--- config.mk ---
export PLATFORM = sky130hd
export DESIGN_NAME = lcd_string_driver
export DESIGN_NICKNAME = d
export VERILOG_FILES = /design/src/rtl/lcd_pkg.sv /design/src/rtl/lcd_byte_tx.sv /design/src/rtl/lcd_string_driver.sv
export SDC_FILE = /design/constraint.sdc
export NUM_CORES = 1
export LEC_CHECK = 0
export BUFFER_PORTS_ARGS = -buffer_cell sky130_fd_sc_hd__buf_2
export CAP_MARGIN = 0
export CORE_MARGIN = 10
export CORE_UTILIZATION = 57
export DETAILED_ROUTE_END_ITERATION = 6
export GPL_ROUTABILITY_DRIVEN = 1
export PLACE_DENSITY = 0.81
export SLEW_MARGIN = 20
export SYNTH_ARGS = -nofsm -noshare
export SYNTH_HDL_FRONTEND = slang
export SYNTH_SLANG_ARGS = --single-unit
--- constraint.sdc ---
create_clock -name CCLK -period 3.3 [get_ports CCLK]
set_clock_uncertainty 0.05 [all_clocks]
set_input_delay 0.66 -clock CCLK [delete_from_list [all_inputs] [get_ports CCLK]]
set_output_delay 0.66 -clock CCLK [all_outputs]
set_load 0.02 [all_outputs]
--- src/rtl/lcd_pkg.sv ---
// Shared command bytes, FSM encodings and timer helper for the 4-bit HD44780 string driver.
package lcd_pkg;

    localparam logic [7:0] LCD_FUNC_4BIT2L = 8'h28;
    localparam logic [7:0] LCD_ENTRY_INC   = 8'h06;
    localparam logic [7:0] LCD_DISP_ON     = 8'h0C;
    localparam logic [7:0] LCD_CLEAR       = 8'h01;
    localparam logic [7:0] LCD_LINE1       = 8'h80;
    localparam logic [7:0] LCD_LINE2       = 8'hC0;
    // Init nibbles travel in the high half of the byte, which is the half sent first.
    localparam logic [7:0] LCD_NIB_3       = 8'h30;
    localparam logic [7:0] LCD_NIB_2       = 8'h20;

    typedef enum logic [2:0] {
        ST_PWR_WAIT,
        ST_INIT3,
        ST_INIT2,
        ST_CFG,
        ST_FRAME,
        ST_IDLE
    } lcd_state_e;

    typedef enum logic [2:0] {
        TX_IDLE,
        TX_SETUP,
        TX_EHI,
        TX_HOLD,
        TX_GAP
    } tx_state_e;

    // Down-counter reload value for a wait of t cycles; zero is treated as one cycle.
    function automatic logic [19:0] cyc_m1(input logic [19:0] t);
        return (t == 20'd0) ? 20'd0 : t - 20'd1;
    endfunction

endpackage

--- src/rtl/lcd_byte_tx.sv ---
// Sends one byte (or one high nibble) to the LCD with setup/E/hold timing, then waits the
// caller-supplied gap. start is accepted only while idle_o; done_o pulses on the last gap cycle.
module lcd_byte_tx
    import lcd_pkg::*;
#(
    parameter int unsigned T_E_HIGH = 12,
    parameter int unsigned T_NIB    = 50
) (
    input  logic        clk_i,
    input  logic        rst_ni,
    input  logic        start_i,
    input  logic        rs_i,
    input  logic [7:0]  data_i,
    input  logic        single_i,
    input  logic [19:0] gap_i,
    output logic        idle_o,
    output logic        done_o,
    output logic        lcd_e_o,
    output logic        lcd_rs_o,
    output logic [3:0]  lcd_dat_o
);

    tx_state_e   state_q, state_d;
    logic [19:0] tmr_q, tmr_d;
    logic [19:0] gap_q, gap_d;
    logic [7:0]  data_q, data_d;
    logic        rs_q, rs_d;
    logic        single_q, single_d;
    logic        low_q, low_d;
    logic        last;

    always_ff @(posedge clk_i or negedge rst_ni) begin
        if (!rst_ni) begin
            state_q  <= TX_IDLE;
            tmr_q    <= 20'd0;
            gap_q    <= 20'd0;
            data_q   <= 8'd0;
            rs_q     <= 1'b0;
            single_q <= 1'b0;
            low_q    <= 1'b0;
        end else begin
            state_q  <= state_d;
            tmr_q    <= tmr_d;
            gap_q    <= gap_d;
            data_q   <= data_d;
            rs_q     <= rs_d;
            single_q <= single_d;
            low_q    <= low_d;
        end
    end

    always_comb begin
        state_d  = state_q;
        tmr_d    = tmr_q;
        gap_d    = gap_q;
        data_d   = data_q;
        rs_d     = rs_q;
        single_d = single_q;
        low_d    = low_q;
        done_o   = 1'b0;
        last     = low_q | single_q;
        case (state_q)
            TX_IDLE: begin
                if (start_i) begin
                    rs_d     = rs_i;
                    data_d   = data_i;
                    single_d = single_i;
                    gap_d    = cyc_m1(gap_i);
                    low_d    = 1'b0;
                    state_d  = TX_SETUP;
                end
            end
            TX_SETUP: begin
                tmr_d   = cyc_m1(20'(T_E_HIGH));
                state_d = TX_EHI;
            end
            TX_EHI: begin
                if (tmr_q == 20'd0) state_d = TX_HOLD;
                else                tmr_d   = tmr_q - 20'd1;
            end
            TX_HOLD: begin
                // The final nibble of a transfer waits the byte gap instead of the nibble gap.
                tmr_d   = last ? gap_q : cyc_m1(20'(T_NIB));
                state_d = TX_GAP;
            end
            TX_GAP: begin
                if (tmr_q != 20'd0) begin
                    tmr_d = tmr_q - 20'd1;
                end else if (last) begin
                    done_o  = 1'b1;
                    state_d = TX_IDLE;
                end else begin
                    low_d   = 1'b1;
                    state_d = TX_SETUP;
                end
            end
            default: state_d = TX_IDLE;
        endcase
    end

    assign idle_o    = (state_q == TX_IDLE);
    assign lcd_e_o   = (state_q == TX_EHI);
    assign lcd_rs_o  = rs_q;
    assign lcd_dat_o = low_q ? data_q[3:0] : data_q[7:4];

endmodule

--- src/rtl/lcd_string_driver.sv ---
// Power-up init and full 32-character frame writes to a 2x16 character LCD in 4-bit mode.
// Refresh requests arriving while busy collapse into one follow-on frame.
module lcd_string_driver
    import lcd_pkg::*;
#(
    parameter int unsigned T_PWRUP  = 750000,
    parameter int unsigned T_INIT   = 205000,
    parameter int unsigned T_E_HIGH = 12,
    parameter int unsigned T_NIB    = 50,
    parameter int unsigned T_CMD    = 2000,
    parameter int unsigned T_CLR    = 82000
) (
    input  logic         CCLK,
    input  logic         rst_n,
    input  logic         refresh,
    input  logic [255:0] strdata,
    output logic         busy,
    output logic         init_done,
    output logic         LCDRS,
    output logic         LCDRW,
    output logic         LCDE,
    output logic [3:0]   LCDDAT
);

    lcd_state_e   state_q, state_d;
    logic [19:0]  tmr_q, tmr_d;
    logic         arm_q, arm_d;
    logic [1:0]   cnt_q, cnt_d;
    logic [4:0]   idx_q, idx_d;
    logic         line_q, line_d;
    logic         pend_q, pend_d;
    logic         init_done_q, init_done_d;
    logic [255:0] frame_q;

    logic         snap;
    logic         tx_start, tx_rs, tx_single, tx_idle, tx_done;
    logic [7:0]   tx_data;
    logic [19:0]  tx_gap;

    always_ff @(posedge CCLK or negedge rst_n) begin
        if (!rst_n) begin
            state_q     <= ST_PWR_WAIT;
            tmr_q       <= 20'd0;
            arm_q       <= 1'b0;
            cnt_q       <= 2'd0;
            idx_q       <= 5'd0;
            line_q      <= 1'b0;
            pend_q      <= 1'b0;
            init_done_q <= 1'b0;
            frame_q     <= '0;
        end else begin
            state_q     <= state_d;
            tmr_q       <= tmr_d;
            arm_q       <= arm_d;
            cnt_q       <= cnt_d;
            idx_q       <= idx_d;
            line_q      <= line_d;
            pend_q      <= pend_d;
            init_done_q <= init_done_d;
            if (snap) frame_q <= strdata;
        end
    end

    always_comb begin
        state_d     = state_q;
        tmr_d       = tmr_q;
        arm_d       = arm_q;
        cnt_d       = cnt_q;
        idx_d       = idx_q;
        line_d      = line_q;
        pend_d      = pend_q | (refresh & (state_q != ST_IDLE));
        init_done_d = init_done_q;
        snap        = 1'b0;
        tx_start    = 1'b0;
        tx_rs       = 1'b0;
        tx_data     = 8'd0;
        tx_single   = 1'b0;
        tx_gap      = 20'(T_CMD);
        case (state_q)
            ST_PWR_WAIT: begin
                // First cycle after reset loads the timer from its cleared value.
                if (!arm_q) begin
                    arm_d = 1'b1;
                    tmr_d = cyc_m1(20'(T_PWRUP));
                end else if (tmr_q == 20'd0) begin
                    cnt_d   = 2'd0;
                    state_d = ST_INIT3;
                end else begin
                    tmr_d = tmr_q - 20'd1;
                end
            end
            ST_INIT3: begin
                tx_start  = tx_idle;
                tx_data   = LCD_NIB_3;
                tx_single = 1'b1;
                tx_gap    = 20'(T_INIT);
                if (tx_done) begin
                    if (cnt_q == 2'd2) state_d = ST_INIT2;
                    else               cnt_d   = cnt_q + 2'd1;
                end
            end
            ST_INIT2: begin
                tx_start  = tx_idle;
                tx_data   = LCD_NIB_2;
                tx_single = 1'b1;
                if (tx_done) begin
                    cnt_d   = 2'd0;
                    state_d = ST_CFG;
                end
            end
            ST_CFG: begin
                tx_start = tx_idle;
                case (cnt_q)
                    2'd0:    tx_data = LCD_FUNC_4BIT2L;
                    2'd1:    tx_data = LCD_ENTRY_INC;
                    2'd2:    tx_data = LCD_DISP_ON;
                    default: tx_data = LCD_CLEAR;
                endcase
                if (cnt_q == 2'd3) tx_gap = 20'(T_CLR);
                if (tx_done) begin
                    if (cnt_q == 2'd3) begin
                        init_done_d = 1'b1;
                        snap        = 1'b1;
                        idx_d       = 5'd0;
                        line_d      = 1'b1;
                        state_d     = ST_FRAME;
                    end else begin
                        cnt_d = cnt_q + 2'd1;
                    end
                end
            end
            ST_FRAME: begin
                tx_start = tx_idle;
                // Char idx lives at bits [8*(31-idx) +: 8]; 31-idx is ~idx for a 5-bit index.
                tx_rs    = ~line_q;
                tx_data  = line_q ? (idx_q[4] ? LCD_LINE2 : LCD_LINE1)
                                  : frame_q[{~idx_q, 3'b000} +: 8];
                if (tx_done) begin
                    if (line_q) begin
                        line_d = 1'b0;
                    end else if (idx_q == 5'd31) begin
                        if (pend_q | refresh) begin
                            pend_d = 1'b0;
                            snap   = 1'b1;
                            idx_d  = 5'd0;
                            line_d = 1'b1;
                        end else begin
                            state_d = ST_IDLE;
                        end
                    end else begin
                        idx_d = idx_q + 5'd1;
                        if (idx_q == 5'd15) line_d = 1'b1;
                    end
                end
            end
            ST_IDLE: begin
                if (refresh) begin
                    snap    = 1'b1;
                    idx_d   = 5'd0;
                    line_d  = 1'b1;
                    state_d = ST_FRAME;
                end
            end
            default: state_d = ST_PWR_WAIT;
        endcase
    end

    lcd_byte_tx #(
        .T_E_HIGH (T_E_HIGH),
        .T_NIB    (T_NIB)
    ) u_tx (
        .clk_i     (CCLK),
        .rst_ni    (rst_n),
        .start_i   (tx_start),
        .rs_i      (tx_rs),
        .data_i    (tx_data),
        .single_i  (tx_single),
        .gap_i     (tx_gap),
        .idle_o    (tx_idle),
        .done_o    (tx_done),
        .lcd_e_o   (LCDE),
        .lcd_rs_o  (LCDRS),
        .lcd_dat_o (LCDDAT)
    );

    assign busy      = (state_q != ST_IDLE);
    assign init_done = init_done_q;
    assign LCDRW     = 1'b0;

endmodule

# == Word level (Yosys, flattened, before mapping) ==
# Cells that the tools add are included.
# totals
reg_bits,344
latchBits,0
ramBits,0
rom_bits,0
inputBits,259
out_inout_bits,9
word_cells,167
n_memories,0
# op_classes
addsub,5
mul,0
div_mod_pow,0
order_cmp,0
eq_ne,37
shift,1
mux,79
bitwise,6
n_reduce_logical,23
# op_table
operator,n
$shiftx A256 B9 Y8,1
$mux W20,6
$pmux W20 S4,1
$logic_not A20 Y1,3
$mux W3,15
$sub A20 B1 Y20 const B,2
$ne A2 B2 Y1 const B,19
$pmux W18 S2,1
$mux W5,7
$pmux W8 S4,1
$mux W1,29
$reduce_bool A20 Y1,1
$sub A18 B1 Y19 const B,1
$pmux W3 S6,1
$pmux W6 S3,1
$mux W17,1
$pmux W3 S5,1
$pmux W5 S3,1
$mux W2,7
$eq A3 B2 Y1 const B,4
$reduce_and A12 Y1,1
$eq A3 B3 Y1 const B,3
$reduce_and A3 Y1,3
$mux W8,1
30 further kinds,40

# == Longest topological paths before layout ==
# Gate-level depths: netlist (run 1).
# depth
depth_word,8
ltp_mapped,11
ltp_nobuf,9

# == Cells and area by module ==
# Synthesis (run 1) repeated with hierarchy kept, for this count alone.
# hier_totals
cells_unflattened,1340
hier_area_um2,17030.1
# by_module_without_submodules
mod,instances,cells_per_inst,area_per_inst_um2,seq_area_each_um2
lcd_string_driver,1,1008,13947.1,7257.0
lcd_byte_tx,1,332,3083.0,1351.3

# == Worst setup path after synthesis (run 1) ==
# No wires, ideal clock.
# synth_path
path_kind,register -> register
from,register idx_q[2]
to,register frame_q[100]
setup_time_ns,0.128
arrival_time_ns,2.735
required_ns,3.122
setup_slack_ns,0.387
stages_incl_launch_ff,12
n_path_buf,5
synth_period_minus_slack_ns,2.913
path_cell_list,dfrtp_1 clkbuf_1 clkbuf_1 clkbuf_1 and3_1 ha_1 and3_1 a22oi_1 a2bb2oi_2 buf_2 buf_2 mux2_1
# synth_between
elab_chain_len,5
# synth_lines
element,line,text
start: declaration,lcd_string_driver.sv:29,"logic [4:0] idx_q, idx_d;"
start signal: assignment,lcd_string_driver.sv:56,idx_q <= idx_d;
$eq A5 B5 Y1,lcd_string_driver.sv:141,end else if (idx_q == 5'd31) begin
$mux W1,lcd_string_driver.sv:141,
$mux W1,lcd_string_driver.sv:139,if (line_q) begin
$mux W1,lcd_string_driver.sv:138,if (tx_done) begin
$pmux W1 S3,lcd_string_driver.sv:79,case (state_q)
end signal: assignment,lcd_string_driver.sv:60,if (snap) frame_q <= strdata;
end: declaration,lcd_string_driver.sv:33,logic [255:0] frame_q;
# Every way passes these cells.
# A chain may end at the register's enable or synchronous reset.

# == Worst setup path in the final report (run 1) ==
# layout_path
from,register idx_q[0]
to,register frame_q[32]
# The elaborated chain is that of the path after synthesis.

==> flow_results.org, run 1 <==
** Worst setup path
- The critical path contains buffers and inverters numbering 2 combined.
- Of all nets on the critical path, the largest fanout is 57.
- Cell family with the largest share of critical-path delay :: buffers and inverters
- Measured in cells, the most critical reg-to-reg path has a length of 9.
- Crit path cell chain :: ha_1 -> and3_1 -> ha_1 -> and3_1 -> a22oi_1 -> a2bb2oi_4 -> buf_4 -> buf_12 -> mux2_2
- Crit path largest cell delay :: 490 ps
- The worst register-to-register path has a setup slack of 350 ps.
- STA puts the critical path data required time at 3650 ps.
- Critical Path Start Type :: register
- For the worst setup path, the data arrival time is 3300 ps.
- Worst R2R End :: frame_q[32]$_DFFE_PN0P_
- Startpoint of the worst-slack reg-to-reg timing path :: idx_q[0]$_DFFE_PN0P_
- Start-to-end type of the worst setup path :: register to register
- Critical-path top delay cell :: dfrtp_4
- CP endpoint kind :: register

** Clock tree
- Post-CTS setup buffers :: 0
- Counting the buffers created by CTS gives 38.
- The later pin in the worst-skew pair is clocked with a latency of 530 ps.
- Worst-case clock buffer depth :: 3
- The tree is rooted in a clkbuf_16.
- The clock tree synthesis step divided the H-tree into 2 levels.
- Once the clock tree was built, the resizer swapped 0 gates to a different size.
- Clock tree synthesis found a total of 334 sinks.
- After clock tree synthesis, the clock-pin slew on the worst setup and hold paths is 60 ps.
- Clock tree from TritonCTS :: done
- # hold bufs at CTS :: 0

** Floorplan
- The die covers 0.03508 mm2.
- Core box area :: 0.02771 mm2
- Io pins :: 268
- The floorplan has 61 rows.
- Initial cell density of the core :: 0.5759
- The die is 187.3 um wide.
- Measured along the y axis, the die boundary spans 187.3 um.

** Global route
- Entering global routing, the biggest net connects 88 pins.
- Antenna violations before repair :: 5
- Vias in the first global route :: 12134
- GR Util All Layers :: 0.2349
- Global route total overflow :: 0
- Global-route wire length before repair :: 66160 um

** Timing
- The hold violation count in the final report was 0.
- For the final routed database, the setup TNS stands at 0 ps.
- Setup slack closes at 347.2 ps.
- Unrepaired setup endpoints after global routing :: false
- Final Max Slew Viols :: 0
- Period utilisation layout :: 0.8948
- Time the worst path needs with I/O delays and setup :: 2953 ps
- Static timing analysis puts the maximum clock frequency at 0.3387 GHz.
- Across all hold checks on the routed design, the worst slack comes to 20.71 ps.
- Measured against its own limit, the worst slew margin works out to 0.4025.
- Setup violations remaining at the end of the flow were counted as 0.
- At the pin with the least slew margin, the transition time is 893.0 ps.

** Logic synthesis
- In the synthesized netlist the dominant register cell turns out to be dfrtp_1.
- The share of the Yosys chip area taken by registers is 0.5238.
- Warning count from the yosys run :: 0
- The mapped netlist covers 0.01596 mm2.
- Share of Yosys cell area claimed by the top area cell type :: 0.5238
- Post-synthesis async set-or-reset flop share :: 1.000
- Instance count of the mapped netlist :: 1207
- By area the synthesized netlist is led by dfrtp_1 (52%), mux2_2 (14%), mux4_2 (8.9%), mux2_1 (5.0%), o21ai_0 (1.7%).
- dfrtp_1 takes more of the synthesized area than any other cell.
- Count of flip-flops with a built-in enable after synthesis :: 0
- Average cell area after synthesis :: 13.22 um2
- Number of nets produced by synthesis :: 1478
- Yosys reg bits :: 334
- Distinct cell type count of the synthesized netlist :: 68

** Final layout
- Leading cell types in the layout, fill and taps excluded :: dfrtp_1 (331), buf_2 (265), mux2_2 (196)
- In the final layout, the share of cells above drive strength 1 is 0.4185.
- Net count, final :: 1732
- Layout area overhead :: 18.48%
- Commonest non-fill, non-tap cell in the layout :: dfrtp_1

** Drt
- Total length of routed wires :: 41830 um
- Detailed routing inserted a total of 11053 vias.
- In this run, the number of DRC markers left after iteration 0 of detailed routing was 905.
- The detail route stage leaves a number of antenna-violating nets equal to 0.
- In the routed design, unresolved DRC markers number 0.
- The first detailed-routing pass took 5 iterations.
- Using the TritonRoute via totals, the vias-per-cell ratio works out to 5.923.
- After detailed routing, the average wire length per cell comes to 22.42 um.

** Job
- Max-cap violations in this run came to 0.

** Worst hold path
- The path class of the tightest hold or removal check is primary input to async pin.

** Place
- The congestion estimate from routability-driven global placement came to 0.9003.
- Setup slack at placement :: 388.1 ps
- Hpwl dp :: 29920 um
- Input and output buffers added on the ports amount to 266.

** Power and ir drop
- Power consumption :: 0.008812 W
- Summed over all cells, the static leakage comes to 8.159 nW.
- VDD sags by at most 0.3694 mV.
- Cell Pwr Density :: 466.2 mW/mm2

** Outcome
- Run status :: finished clean
kinds of logic after synthesis:
kind of cell,synth area share
and+or+nand+nor,0.08689
AOI/OAI and AO/OA,0.06046
buffers and inverters,0.02470
muxes,0.2824
adders and majority gates,0.009410
xor gates and xnor gates,0.01208
DFF,0.5238
other,0.0002350
routing by layer:
layer / track usage / vias to the layer above / part of all wire
met1: 0.3028 / 5618 / 0.41
li1: - / 4980 / -
met3: 0.04586 / 88 / 0.060
met2: 0.3880 / 365 / 0.50
met5: 0 / - / 0.00017
met4: 0.08437 / 2 / 0.031
flip-flops by register name, indices dropped and copies added, names as in the netlist:
register	count
frame_q	256
tmr_q	20
u_tx.tmr_q	20
u_tx.gap_q	10
u_tx.data_q	8
idx_q	5
state_q	3
u_tx.state_q	3
cnt_q	2
arm_q	1
init_done	1
line_q	1
pend_q	1
u_tx.lcd_rs_o	1
u_tx.low_q	1
u_tx.single_q	1
layout make-up:
cell class                      instances  area [um2]
Fill cell                            1924        8802
Sequential cell                       334        8367
Multi-Input combinational cell        785        7214
Timing Repair Buffer                  290        1634
Clock buffer                           55        1065
Tap cell                              378       473.0
Clock inverter                          8       95.09
Inverter                               12       45.04
Antenna cell                            4       10.01
synthesized netlist by cell type (7+ instances only):
library cell	count
nand2_1	50
ha_1	12
and2_1	9
nor2b_1	17
nor2_1	69
or3_1	8
nand3_1	15
mux2_2	196
mux2_1	71
buf_2	42
xnor2_1	11
inv_1	11
o22ai_1	8
and3_1	7
a21oi_1	27
mux2i_1	8
nand4_1	11
nor4_1	14
a211oi_1	10
clkbuf_1	29
xor2_1	11
nor3_1	15
o21ai_0	54
nand2b_1	12
mux4_2	63
dfrtp_1	334
where the power goes:
part / leakage (nW) / switching, W / internal [W]
clock network: 0.569 / 0.00164 / 0.00232
logic: 3.61 / 0.000231 / 0.000281
registers: 3.98 / 0.0000831 / 0.00426
per-stage QoR:
| step | util | std cells | cell area (um2) |
|---|---|---|---|
| 2_1_floorplan | - | 1207 | 15960 |
| 3_3_place_gp | 0.6401 | 1799 | 17730 |
| 3_5_place_dp | 0.6401 | 1799 | 17730 |
| 4_1_cts | 0.6819 | 1862 | 18890 |
| 5_1_grt | 0.6823 | 1866 | 18900 |
| 6_report | 0.6823 | 1866 | 18900 |
how the worst max path moves through the flow:
stage                          from                        to  slack (ps)  cells after the start
4_1_cts        idx_q[0]$_DFFE_PN0P_   frame_q[32]$_DFFE_PN0P_         340                      9
5_1_grt        idx_q[0]$_DFFE_PN0P_   frame_q[32]$_DFFE_PN0P_         210                      9
6_report       idx_q[0]$_DFFE_PN0P_   frame_q[32]$_DFFE_PN0P_         350                      9
3_3_place_gp   idx_q[0]$_DFFE_PN0P_   frame_q[33]$_DFFE_PN0P_         460                      9
2_1_floorplan  idx_q[2]$_DFFE_PN0P_  frame_q[100]$_DFFE_PN0P_         390                     11
3_5_place_dp   idx_q[0]$_DFFE_PN0P_   frame_q[32]$_DFFE_PN0P_         390                      9
Note: power is estimated with default switching activity, not from simulation.
==> run 2: changes to the inputs <==
--- a/config.mk
+++ b/config.mk
@@ -7,12 +7,13 @@
 export LEC_CHECK = 0
 export BUFFER_PORTS_ARGS = -buffer_cell sky130_fd_sc_hd__buf_2
 export CAP_MARGIN = 0
+export CELL_PAD_IN_SITES_DETAIL_PLACEMENT = 1
+export CELL_PAD_IN_SITES_GLOBAL_PLACEMENT = 2
 export CORE_MARGIN = 10
-export CORE_UTILIZATION = 57
+export CORE_UTILIZATION = 39
 export DETAILED_ROUTE_END_ITERATION = 6
 export GPL_ROUTABILITY_DRIVEN = 1
-export PLACE_DENSITY = 0.81
-export SLEW_MARGIN = 20
+export PLACE_DENSITY_LB_ADDON = 0.1
 export SYNTH_ARGS = -nofsm -noshare
 export SYNTH_HDL_FRONTEND = slang
 export SYNTH_SLANG_ARGS = --single-unit
==> run 2 against run 1 <==
Net effect: clock power grew 6.6%; sequential power about the same; setup slack gained 6.0 ps; non-clock buffer count rose by 5; via count shrank 1.3%; core utilization is 21 points lower; critical endpoint is now frame_q[90]$_DFFE_PN0P_.
==> flow_results.org, run 2 (synthesis gave the netlist of run 1 again) <==
** Worst hold path
- Type of the worst min-delay path :: primary input to register
- Hold path startpoint :: strdata[158]
- Worst-case hold path end point :: frame_q[158]$_DFFE_PN0P_
- Cells on Worst Hold Path :: 2

** Floorplan
- After floorplanning, the core was divided into 74 placement rows.
- The floorplan step defined a die boundary enclosing 0.04940 mm2.
- Io pins :: 268
- Die height :: 222.3 um
- The die is 222.3 um wide.
- Initial cell density of the core :: 0.3925
- The total area inside the core boundary comes to 0.04065 mm2.

** Clock tree
- The root buffer cell chosen for the clock tree is clkbuf_16.
- The clock tree synthesis step divided the H-tree into 2 levels.
- The clock passes through at most 3 buffers.
- Clock transition at path regs :: 60 ps
- For this design, the sink count on the clock tree is 334.
- TritonCTS built the clock tree.
- Once the clock tree was built, the resizer swapped 0 gates to a different size.
- CTS buffer count :: 40
- Clock latency reported for the late side of the worst-skew pair :: 570 ps

** Timing
- Total negative slack for setup checks :: 0 ps
- Worst hold slack across all endpoints :: 254.2 ps
- Unrepaired setup endpoints after global routing :: false
- Dividing the final minimum period by the clock period gives 0.8930.
- Final Max Slew Viols :: 0
- Setup violations remaining at the end of the flow were counted as 0.
- Relative slew slack :: 0.4333
- Counting I/O delays and the setup requirement, the final critical path takes 2947 ps.
- At the pin with the least slew margin, the transition time is 850.1 ps.
- Number of failing hold endpoints at the final stage :: 0
- Fmax :: 0.3393 GHz

** Worst setup path
- In this run the worst setup path begins at idx_q[0]$_DFFE_PN0P_.
- STA classifies the critical path endpoint as a register.
- Critical-path top delay cell :: dfrtp_4
- On the critical path the largest part of the delay comes from compound AO/OA/AOI/OAI gates.
- The endpoint identified for the worst register-to-register timing path is frame_q[90]$_DFFE_PN0P_.
- For the worst setup path, the data arrival time is 3340 ps.
- Across all register-to-register paths, the minimum setup slack is 350 ps.
- Logic depth of the worst register-to-register path :: 8
- Start-to-end type of the worst setup path :: register to register
- Maximum net fanout on the critical path :: 102
- Counting both buffers and inverters, the worst setup path holds a total of 1.
- Critical Path Start Type :: register
- Startpoint of the worst-slack reg-to-reg timing path :: idx_q[0]$_DFFE_PN0P_
- Crit path cell chain :: ha_1 -> and3_1 -> ha_1 -> and3_1 -> a22oi_1 -> a2bb2oi_4 -> buf_12 -> mux2_2
- Crit path largest cell delay :: 490 ps
- For the worst setup path, the data required time is 3690 ps.

** Final layout
- In the layout the commonest cells are dfrtp_1 (331), buf_2 (265), mux2_2 (196).
- The finished cells cover 0.01922 mm2.
- Largest register FFs :: 256
- Commonest non-fill, non-tap cell in the layout :: dfrtp_1
- Net count, final :: 1739
- In the final layout, the multi-input gates occupy 0.007214 mm2.
- Fraction of final layout cells sized beyond drive strength 1 :: 0.4206
- Fill cells in the final layout number 4213.
- The largest registers in the layout are frame_q x256, tmr_q x20, u_tx.tmr_q x20.
- Register with the highest flop count :: frame_q
- Layout area overhead :: 20.46%
- Summing all flip-flop and latch instances after layout gives 0.008367 mm2.

** Global route
- Antenna violations before repair :: 4
- Global route total overflow :: 0
- The via count of the first global-routing pass was 12119.
- Entering global routing, the biggest net connects 103 pins.
- Global-route wire length before repair :: 73140 um
- In the global route stage, overall resource usage came out at 0.1883.

** Power and ir drop
- The analysis attributes to net switching a power of 0.002050 W.
- The internal portion of the total power is 0.007031 W.
- Power consumption :: 0.009081 W
- Total leakage power :: 8.219 nW
- Worst voltage drop across the vdd grid :: 0.2992 mV
- Clock group share of total power :: 0.465
- Seq pwr share :: 0.478
- The share of total power dissipated in combinational logic is 0.057.
- Net switching fraction of the power :: 0.2258
- Cell Pwr Density :: 472.5 mW/mm2

** Drt
- Drt pass-1 iters :: 4
- The count of nets left with antenna violations once routing finished came out at 0.
- Number of vias in the routed layout :: 10910
- WL per Instance :: 23.27 um
- After detailed routing, the number of vias per cell comes to 5.401.
- In the routed design, unresolved DRC markers number 0.
- Detailed router's first-iteration violation count :: 627
- Total length of routed wires :: 47010 um

** Place
- The placed instances occupy a cell area of 0.01798 mm2.
- Routability congestion estimate from global placement :: 0.7882
- Total of buffers placed on input and output ports :: 266
- The wire-length estimate of the detail-placed layout is 34030 um.

** Outcome
- The run finished with clean final reports.

** Job
- The tool flagged a number of max-cap violations equal to 0.
[run 2: changes by cell type in the layout (fill, tap and decap cells not counted)]
cell,delta
buf_4,+2
bufinv_16,+1
clkinv_16,+1
clkinv_4,-1
clkinv_2,-2
buf_12,+2
clkbuf_16,+2
clkinv_8,-1
dlygate4sd3_1,+1
diode_2,-2
clkbuf_1,-3
[run 2: timing repair]
item | 4_1_cts | 5_1_grt
endpoints found under the hold margin | 34 | 0
buffers inserted | 0 | 0
hold buffers | 1 | 0
[run 2: per-layer routing]
metal | global-route usage | routed length, um | part of all wire
met1 | 0.2471 | 21010 | 0.45
met3 | 0.03427 | 2033 | 0.043
met5 | 0 | 18 | 0.00038
met2 | 0.3112 | 23050 | 0.49
met4 | 0.05508 | 905 | 0.019
[run 2: cell type report]
class	instances	area share
well taps	532	0.03463
multi-input cells	785	0.3754
flip-flops and latches	334	0.4353
clock buffers	54	0.05742
diodes	2	0.0002604
clock inverters	6	0.006250
repair buffers	295	0.08841
inverters	12	0.002344
[run 2: power groups by stage]
| stage | logic, W | registers [W] | clock network [W] |
|---|---|---|---|
| after floorplan | 0.000202 | 0.00438 | 0 |
| after global placement | 0.000521 | 0.00440 | 0 |
| after detailed placement | 0.000534 | 0.00441 | 0 |
| after CTS | 0.000537 | 0.00434 | 0.00436 |
| after global routing | 0.000574 | 0.00435 | 0.00455 |
| final | 0.000521 | 0.00434 | 0.00422 |
[run 2: worst max-delay path by stage]
stage | end | depth (start not counted)
finish | frame_q[90]$_DFFE_PN0P_ | 8
floorplan | frame_q[100]$_DFFE_PN0P_ | 11
CTS | frame_q[236]$_DFFE_PN0P_ | 8
global route | frame_q[245]$_DFFE_PN0P_ | 8
detailed placement | frame_q[236]$_DFFE_PN0P_ | 8
global placement | frame_q[239]$_DFFE_PN0P_ | 8
[run 2: per-stage QoR]
step	setup slack [ps]	utilization	instances
6_report	353.1	0.4729	2020
5_1_grt	246.1	0.4729	2020
3_3_place_gp	430.0	0.4424	1957
3_5_place_dp	375.4	0.4424	1957
4_1_cts	364.9	0.4727	2018
2_1_floorplan	387.3	-	1207
[run 2: worst register-to-register path: stages, from the launching register on]
cell and delay (ps):
dfrtp_4 490, ha_1 230, and3_1 210, ha_1 230
and3_1 180, a22oi_1 280, a2bb2oi_4 240, buf_12 450
mux2_2 490
==> run 3: changes to the inputs <==
==> constraint.sdc (replaced) <==
create_clock -name CCLK -period 3.3 [get_ports CCLK]
set_clock_uncertainty 0.05 [all_clocks]
set_input_delay 0.165 -clock CCLK [delete_from_list [all_inputs] [get_ports CCLK]]
set_output_delay 0.165 -clock CCLK [all_outputs]
set_load 0.02 [all_outputs]
==> run 3 against run 2 <==
Net effect: sequential power about the same; register-to-register slack worse by 40 ps; clock power up 2%; core utilization up 6.5 points; design area is 14% higher; cell count up 14%; flip-flop and latch count stayed put.
==> flow_results.org, run 3 (synthesis gave the netlist of run 1 again) <==
** Worst setup path
- Following the worst setup path forward leads to its endpoint at frame_q[80]$_DFFE_PN0P_.
- Counting both buffers and inverters, the worst setup path holds a total of 1.
- CP endpoint kind :: register
- Startpoint of the worst-slack reg-to-reg timing path :: idx_q[0]$_DFFE_PN0P_
- Arr. time, crit path :: 3380 ps
- The endpoint identified for the worst register-to-register timing path is frame_q[80]$_DFFE_PN0P_.
- Crit path largest cell delay :: 490 ps
- Critical-path top delay cell :: dfrtp_4
- The critical path goes through ha_1 -> and3_1 -> ha_1 -> and3_1 -> a22oi_1 -> a2bb2oi_4 -> buf_12 -> mux2_2.
- Register-to-register path setup slack :: 320 ps
- At the worst endpoint, the required time is 3700 ps.
- In this design, the largest share of critical-path delay is due to compound AO/OA/AOI/OAI gates.
- In this run the worst path has a maximum fanout of 100.
- Setup crit start :: idx_q[0]$_DFFE_PN0P_
- The setup path with the least slack is of type register to register.
- The worst setup path is launched from a register.
- Logic depth of the worst register-to-register path :: 8
- In this run the number of cells on the critical path is 8.

** Floorplan
- Die height :: 222.3 um
- Core box area :: 0.04065 mm2
- Std cell rows :: 74
- The floorplan step defined a die boundary enclosing 0.04940 mm2.
- Die extent in x :: 222.3 um
- For this configuration, the core starts out at a cell density of 0.3925.
- During I/O placement, the number of pins put on the boundary was 268.

** Timing
- Total negative slack for setup checks :: 0 ps
- Time the worst path needs with I/O delays and setup :: 2982 ps
- Timing would allow up to 0.3354 GHz.
- Setup violations remaining at the end of the flow were counted as 0.
- Number of failing hold endpoints at the final stage :: 0
- Setup repair after global routing left no endpoint under its margin.
- The count of final max-slew check failures was 0.
- Of the available clock period, the critical path in the final layout requires 0.9036.
- Slew @ Worst Pin :: 807.3 ps
- In this run the tightest slew margin relative to its limit is 0.4618.

** Global route
- The first global-routing pass estimated 83680 um of wire.
- Antenna violations before repair :: 11
- The via count of the first global-routing pass came to 13689.
- Largest net degree at the start of global routing :: 101
- The total overflow left after global routing is 0.
- GR Util All Layers :: 0.2160

** Final layout
- Layout area overhead :: 37.01%
- Register with the highest flop count :: frame_q
- The library cell used most frequently in the layout, excluding fill and tap cells, is dfrtp_1.
- Of the cells placed in the final design, the portion with a size suffix greater than 1 is 0.3613.
- The largest registers in the layout are frame_q x256, tmr_q x20, u_tx.tmr_q x20.
- After routing the design area is 0.02186 mm2.
- Leading cell types in the layout, fill and taps excluded :: dfrtp_1 (331), buf_2 (265), dlygate4sd3_1 (258)
- The register with the most flip-flops in the layout has 256 of them.
- The filler cells instantiated in the layout total 4140.
- For this run, the post-layout net count is 1999.

** Clock tree
- Clock tree from TritonCTS :: done
- The tree is rooted in a clkbuf_16.
- In this run the deepest clock path goes through 3 buffers.
- H-Tree Level Count :: 2
- The clock reaches the later pin of the worst-skew pair after 570 ps.
- Post-CTS setup buffers :: 0
- Counting every sink on the clock net gives 334.
- CTS buffer count :: 40
- Clock-pin slew was measured on the worst setup and hold paths at 60 ps.

** Drt
- Drt drc :: 0
- Number of vias in the routed layout :: 12115
- Final antenna-violating net count :: 0
- Detailed router's first-iteration violation count :: 625
- Drt pass-1 iters :: 4
- The final layout contains routed wiring with a total length of 54050 um.
- WL per Instance :: 23.52 um
- Post-detailed-route via-to-cell ratio :: 5.272

** Worst hold path
- The worst hold path belongs to the class primary input to async pin.

** Power and ir drop
- VDD sags by at most 0.3672 mV.
- For this design the ratio of total power to cell area is 432.3 mW/mm2.
- Total leakage power :: 9.327 nW

** Job
- Maxcap violations :: 0

** Place
- Routability congestion estimate from global placement :: 0.7999
- Total of buffers placed on input and output ports :: 266
- Detailed placement ended at an HPWL of 34200 um.
- DP Area :: 0.01799 mm2

** Outcome
- Run status :: finished clean
## run 3: per-stage QoR
step	power (W)	setup slack [ps]	utilization	hold WS (ps)	cells
detailed placement	0.004943	366.4	0.4426	229.7	1960
floorplan	0.004579	387.3	-	-180.6	1207
global route	0.009828	196.2	0.5378	260.7	2298
global placement	0.004921	423.5	0.4426	220.6	1960
CTS	0.009544	331.2	0.5371	213.2	2287
finish	0.009449	318.1	0.5378	186.8	2298
## run 3: area by class of cell
type	instances	area, um2	share of cell area
sequential	334	8367	0.3827
multi-input combinational	785	7214	0.3300
timing repair buffer	555	4282	0.1959
clock buffer	57	1115	0.05100
tap	532	665.6	0.03045
clock inverter	12	143.9	0.006582
inverter	12	45.04	0.002061
antenna	11	27.53	0.001259
## run 3: worst min path at each step
stage	slack, ps	from	end
finish	190	rst_n	frame_q[151]$_DFFE_PN0P_
global route	260	rst_n	frame_q[159]$_DFFE_PN0P_
CTS	210	rst_n	frame_q[159]$_DFFE_PN0P_
detailed placement	230	rst_n	frame_q[151]$_DFFE_PN0P_
global placement	220	rst_n	frame_q[151]$_DFFE_PN0P_
floorplan	-180	rst_n	arm_q$_DFFE_PN0P_
## run 3: timing repair
action                                 CTS  global route
setup endpoints to repair                0             0
hold buffers                           258             0
gates resized for setup                  0             0
endpoints found under the hold margin  342             0
## run 3: power breakdown
part,internal (W),switching (W),total [W]
clock,0.00252,0.00180,0.00432
sequential,0.00426,0.0000866,0.00434
combinational,0.000484,0.000305,0.000789
total,0.00726,0.00219,0.00945
## run 3: metal layers
layer	vias to the layer above	global-route usage	wire length, um
li1	5525	-	-
met1	6286	0.2654	22680
met2	225	0.3739	28150
met3	77	0.04503	1920
met4	2	0.06342	1289
met5	-	0	13
